$ cat src/rtl/adc_spi_responder.sv
// SPI device-side twin of an MCP3204-class ADC: takes start bit + command on mosi, returns null bit + sample on miso.
// Optional build macro ADC_RESP_LSB_TRAILER_EN adds the LSB-first echo after B0.
module adc_spi_responder #(
   parameter int DATA_W      = 12,
   parameter int SYNC_STAGES = 2
) (
   input  logic              clk,
   input  logic              rst,
   input  logic              sclk,
   input  logic              cs_n,
   input  logic              mosi,
   input  logic [DATA_W-1:0] sample_in,
   output logic              miso,
   output logic              miso_oe,
   output logic [2:0]        ch_sel,
   output logic              sgl_diff,
   output logic              sample_req,
   output logic              frame_done,
   output logic              frame_err
);

   localparam int CNT_W = $clog2(DATA_W + 4);
   localparam logic [CNT_W-1:0] CMD_LAST  = CNT_W'(3);
   localparam logic [CNT_W-1:0] DATA_LAST = CNT_W'(DATA_W - 1);

   localparam logic [2:0] ST_IDLE       = 3'd0;
   localparam logic [2:0] ST_WAIT_START = 3'd1;
   localparam logic [2:0] ST_CMD        = 3'd2;
   localparam logic [2:0] ST_SAMPLE     = 3'd3;
   localparam logic [2:0] ST_NULL       = 3'd4;
   localparam logic [2:0] ST_DATA       = 3'd5;
   localparam logic [2:0] ST_TRAIL      = 3'd6;

   logic [SYNC_STAGES-1:0] sclk_sync;
   logic [SYNC_STAGES-1:0] cs_sync;
   logic [SYNC_STAGES-1:0] mosi_sync;
   logic                   sclk_s;
   logic                   cs_s;
   logic                   mosi_s;
   logic                   sclk_d;
   logic                   rise_evt;
   logic                   fall_evt;
   logic [2:0]             state;
   logic [CNT_W-1:0]       bit_cnt;
   logic [DATA_W-1:0]      shift_reg;
   logic [2:0]             cmd_bits;

   assign sclk_s = sclk_sync[SYNC_STAGES-1];
   assign cs_s   = cs_sync[SYNC_STAGES-1];
   assign mosi_s = mosi_sync[SYNC_STAGES-1];

   // Synchronizers plus a registered edge detector, so events land SYNC_STAGES+1 clk after the pin edge
   always_ff @(posedge clk or posedge rst) begin
      if (rst) begin
         sclk_sync <= '0;
         cs_sync   <= '1;
         mosi_sync <= '0;
         sclk_d    <= 1'b0;
         rise_evt  <= 1'b0;
         fall_evt  <= 1'b0;
      end else begin
         sclk_sync <= {sclk_sync[SYNC_STAGES-2:0], sclk};
         cs_sync   <= {cs_sync[SYNC_STAGES-2:0], cs_n};
         mosi_sync <= {mosi_sync[SYNC_STAGES-2:0], mosi};
         sclk_d    <= sclk_s;
         rise_evt  <= sclk_s & ~sclk_d;
         fall_evt  <= ~sclk_s & sclk_d;
      end
   end

   assign miso_oe = (state == ST_SAMPLE) || (state == ST_NULL) ||
                    (state == ST_DATA)   || (state == ST_TRAIL);

   // cs_n high takes priority over any sclk event; DATA rotates the sample so TRAIL can echo it
   always_ff @(posedge clk or posedge rst) begin
      if (rst) begin
         state      <= ST_IDLE;
         bit_cnt    <= '0;
         shift_reg  <= '0;
         cmd_bits   <= '0;
         miso       <= 1'b0;
         ch_sel     <= '0;
         sgl_diff   <= 1'b0;
         sample_req <= 1'b0;
         frame_done <= 1'b0;
         frame_err  <= 1'b0;
      end else begin
         sample_req <= 1'b0;
         frame_done <= 1'b0;
         frame_err  <= 1'b0;
         if (state != ST_IDLE && cs_s) begin
            state <= ST_IDLE;
            miso  <= 1'b0;
            if (state == ST_TRAIL)
               frame_done <= 1'b1;
            else if (state != ST_WAIT_START)
               frame_err <= 1'b1;
         end else begin
            case (state)
               ST_IDLE: begin
                  if (!cs_s)
                     state <= ST_WAIT_START;
               end
               ST_WAIT_START: begin
                  if (rise_evt && mosi_s) begin
                     state   <= ST_CMD;
                     bit_cnt <= '0;
                  end
               end
               ST_CMD: begin
                  if (rise_evt) begin
                     cmd_bits <= {cmd_bits[1:0], mosi_s};
                     bit_cnt  <= bit_cnt + 1'b1;
                     if (bit_cnt == CMD_LAST) begin
                        sgl_diff   <= cmd_bits[2];
                        ch_sel     <= {cmd_bits[1:0], mosi_s};
                        sample_req <= 1'b1;
                        state      <= ST_SAMPLE;
                     end
                  end
               end
               ST_SAMPLE: begin
                  miso <= 1'b0;
                  if (fall_evt) begin
                     shift_reg <= sample_in;
                     state     <= ST_NULL;
                  end
               end
               ST_NULL: begin
                  if (fall_evt) begin
                     miso    <= 1'b0;
                     bit_cnt <= '0;
                     state   <= ST_DATA;
                  end
               end
               ST_DATA: begin
                  if (fall_evt) begin
                     miso      <= shift_reg[DATA_W-1];
                     shift_reg <= {shift_reg[DATA_W-2:0], shift_reg[DATA_W-1]};
                     bit_cnt   <= bit_cnt + 1'b1;
                     if (bit_cnt == DATA_LAST) begin
                        bit_cnt <= '0;
                        state   <= ST_TRAIL;
                     end
                  end
               end
               ST_TRAIL: begin
                  if (fall_evt) begin
`ifdef ADC_RESP_LSB_TRAILER_EN
                     if (bit_cnt != DATA_LAST) begin
                        miso      <= shift_reg[1];
                        shift_reg <= shift_reg >> 1;
                        bit_cnt   <= bit_cnt + 1'b1;
                     end else begin
                        miso <= 1'b0;
                     end
`else
                     miso <= 1'b0;
`endif
                  end
               end
               default: state <= ST_IDLE;
            endcase
         end
      end
   end

endmodule
$ cat config.mk
export PLATFORM = sky130hd
export DESIGN_NAME = adc_spi_responder
export DESIGN_NICKNAME = d
export VERILOG_FILES = /design/src/rtl/adc_spi_responder.sv
export SDC_FILE = /design/constraint.sdc
export NUM_CORES = 1
export LEC_CHECK = 0
export ABC_AREA = 1
export BUFFER_PORTS_ARGS = -buffer_cell sky130_fd_sc_hd__buf_2
export CAP_MARGIN = 10
export CELL_PAD_IN_SITES_DETAIL_PLACEMENT = 2
export CELL_PAD_IN_SITES_GLOBAL_PLACEMENT = 2
export CORE_UTILIZATION = 31
export CTS_CLUSTER_DIAMETER = 50
export DETAILED_ROUTE_END_ITERATION = 16
export PLACE_DENSITY_LB_ADDON = 0.25
export REMOVE_ABC_BUFFERS = 1
export SLEW_MARGIN = 20
export SYNTH_ARGS = -nofsm -noshare
export SYNTH_HDL_FRONTEND = slang
export SYNTH_SLANG_ARGS = --single-unit
$ cat constraint.sdc
create_clock -name clk -period 1.45 [get_ports clk]
set_clock_uncertainty 0.2 [all_clocks]
set_input_delay 0.29 -clock clk [delete_from_list [all_inputs] [get_ports clk]]
set_output_delay 0.29 -clock clk [all_outputs]
set_load 0.02 [all_outputs]
==> results.toml <==
[detailed_routing]
first_iter_violations = 50
drt_wl_total_um = 7030
route.detailed.wl_per_inst_um = 19.3
ant_nets = 0
post-route-drc-count = 0
first_pass_iters = 4
viasPerCell = 4.85
vias = 1765

[yosys]
synthMuxAreaShare_pct = 0
postSynthAreaPerCell_sq_um = 8.84
synth_top_family_by_area = "simple AND/OR/NAND/NOR gates"
ys_async_sr_fraction_pct = 100
synth_compound_area_share_pct = 12.2
synth-seq-cells = 39
synth_top_area_cell = "dfrtp_1"
ys_seq_area_share_pct = 51.0
synthTopCellsByArea = "dfrtp_1 48%, nand2_1 12%, inv_1 4.9%"
synth_commonest_cells = "59 x nand2_1, 37 x dfrtp_1, 25 x inv_1"
synth_largest_type_area_fraction_pct = 48.2
synth_fa_ha_area_share_pct = 0.652
yosys.area_share.xor_xnor_pct = 0.913
synth.most_common_cell = "nand2_1"
synth-main-ff-cell = "dfrtp_1"
synth_edf_count = 0
synthCells = 217
ys_warn_count = 0
syn_area_sq_um = 1920
synth_cell_type_count = 30
yosys.area_share.simple_pct = 25.6

[timing]
fmax_ghz = 0.553
final_hold_viol_count = 0
min_period_ns = 1.81
setup_viol_count_final = 30
rsz0062_at_grt = "true"
tightest_slew_ns = 0.356
setup_slack_ns = -0.358
fin_crit_sh_pct = 125
slew_headroom_pct = 76.3
slew_viol_final = 0

[place]
portBuffers = 25
place.gp.congestion = 0.779
place_inst = 332
dp_hpwl_um = 3470

[power]
p_int_mw = 2.83
clkPwrFrac_pct = 19.8
share_comb_of_total_power_pct = 46.6
switchingPower_mw = 1.95
power_mw = 4.78
switching_share_pct = 40.8
vdd_drop_max_uv = 907
p_leak_nw = 1.45
seqPwrFrac_pct = 33.6
p_per_area_nw_per_um2 = 1650

[clock_tree]
h-tree-depth = 2
cts_root_buf = "clkbuf_8"
clk-insertion-delay-late_ns = 0.31
clkSinkCount = 39
path_clk_slew_ns = 0.08
tritoncts = "done"
cts_buffer_depth = 2
cts_inserted_buffers = 5

[setup_path]
crit_path_start_kind = "register"
critPathCaptureType = "primary output"
required_ns = 0.96
critPathArrivalTime_ns = 1.32
criticalPathCategory = "reg2out"
cp_max_fo = 4

[die]
dieArea_sq_um = 6510
core-area_sq_um = 5960
dieHeight_um = 80.7
start_util_pct = 32.2
die_w_um = 80.7
ioPinCount = 26
rows = 28

[status]
status = "finished, violations left"
violations = "setup timing"

[final_layout]
largest_reg_flops = 12
fillCellCount = 643
layout.nets = 306
antenna_cells_inserted = 0
layout-drive-gt1-share_pct = 55.4
syn_to_final_growth_pct = 50.8
instances_no_fill = 364

[global_route]
grt_max_degree = 40
grt_pass1_vias = 1938
overflow = 0
grtUsageTotal_pct = 21.9
antenna_found_initial = 0
grt_pass1_wl_um = 10300

[flow_run]
maxCapViolations = 0

[hold_path]
hold_path.class = "in2reg"
==> metal layers <==
layer  track usage (%)  vias up  wire (um)  share of wire, %
met3              4.20       16        190               2.7
met5                 0        -          0                 0
met4              3.93        0        130               1.8
li1                  -      823          -                 -
met1              26.5      893       3020                43
met2              39.9       33       3690                52
==> layout by cell type, fill, tap and decap left out, types with 8 or more instances in the layout <==
master and count:
o21ai_1 10, nor2_4 11, nand2_1 35, buf_6 11, buf_2 24, nand2_2 20
dfrtp_1 34, inv_1 22, buf_4 27, nand2_4 8, o21ai_2 17
==> area by class of cell <==
type	count	area [sq um]	area share (%)
clock buffers	5	68.8	2.38
clock inverters	3	43.8	1.51
inverters	30	120	4.15
multi-input cells	143	1030	35.7
flip-flops and latches	39	982	33.9
well taps	75	93.8	3.24
repair buffers	69	554	19.1
==> power groups by stage <==
stage	registers [mW]	clock network (mW)	logic, mW
4_1_cts	1.57	0.961	1.76
3_5_place_dp	1.57	0	1.38
3_3_place_gp	1.56	0	1.31
2_1_floorplan	1.58	0	0.847
6_report	1.61	0.945	2.23
5_1_grt	1.63	1.01	2.40
==> cell families (layout without fill, tap and decap cells) <==
kind of cell / Yosys count / after routing
AO/OA/AOI/OAI: 39 / 39
XOR/XNOR: 2 / 2
adder cells (fa/ha/maj): 1 / 1
buffers and inverters: 37 / 107
flip-flops: 39 / 39
AND/OR/NAND/NOR: 99 / 101
==> critical path, stage by stage, from the launching register on <==
cell,delay [ns]
dfrtp_2,0.42
buf_6,0.16
nand2_4,0.06
nor2_4,0.12
inv_2,0.06
nand3_2,0.07
buf_6,0.12
==> per-stage QoR <==
stage | utilization (%) | hold WS (ns) | setup slack, ns | setup TNS (ns) | instance area, sq um
after CTS | 45.4 | 0.0994 | -0.341 | -6.65 | 2700
after detailed placement | 37.8 | 0.136 | -0.350 | -7.61 | 2250
after global placement | 37.8 | 0.135 | -0.260 | -5.89 | 2250
after global routing | 48.6 | 0.119 | -0.399 | -10.22 | 2900
after floorplan | - | 0.0945 | -0.224 | -3.33 | 1850
final | 48.6 | 0.0947 | -0.358 | -8.26 | 2900
==> worst paths after layout <==
kind | endpoint | depth (start not counted) | startpoint | slack [ns]
setup / recovery | miso_oe | 6 | state[2] | -0.36
hold / removal | shift_reg[8] | 5 | sample_in[8] | 0.09
setup reg to reg | bit_cnt[1] | 8 | state[0] | -0.33
hold reg to reg | cs_sync[1] | 0 | cs_sync[0] | 0.16
max in group asynchronous | cs_sync[0] | 4 | rst | 0.40
min in group asynchronous | shift_reg[1] | 4 | rst | 0.36
==> what timing repair did <==
item / in CTS / in global routing
gates cloned: 3 / 0
buffers inserted: 13 / 8
endpoints found under the hold margin: 40 / 0
gates resized for setup: 53 / 46
hold buffers: 4 / 0
endpoints found under the setup margin: 31 / 31
pin swaps: 15 / 21
Power figures use the tool's default switching activity.
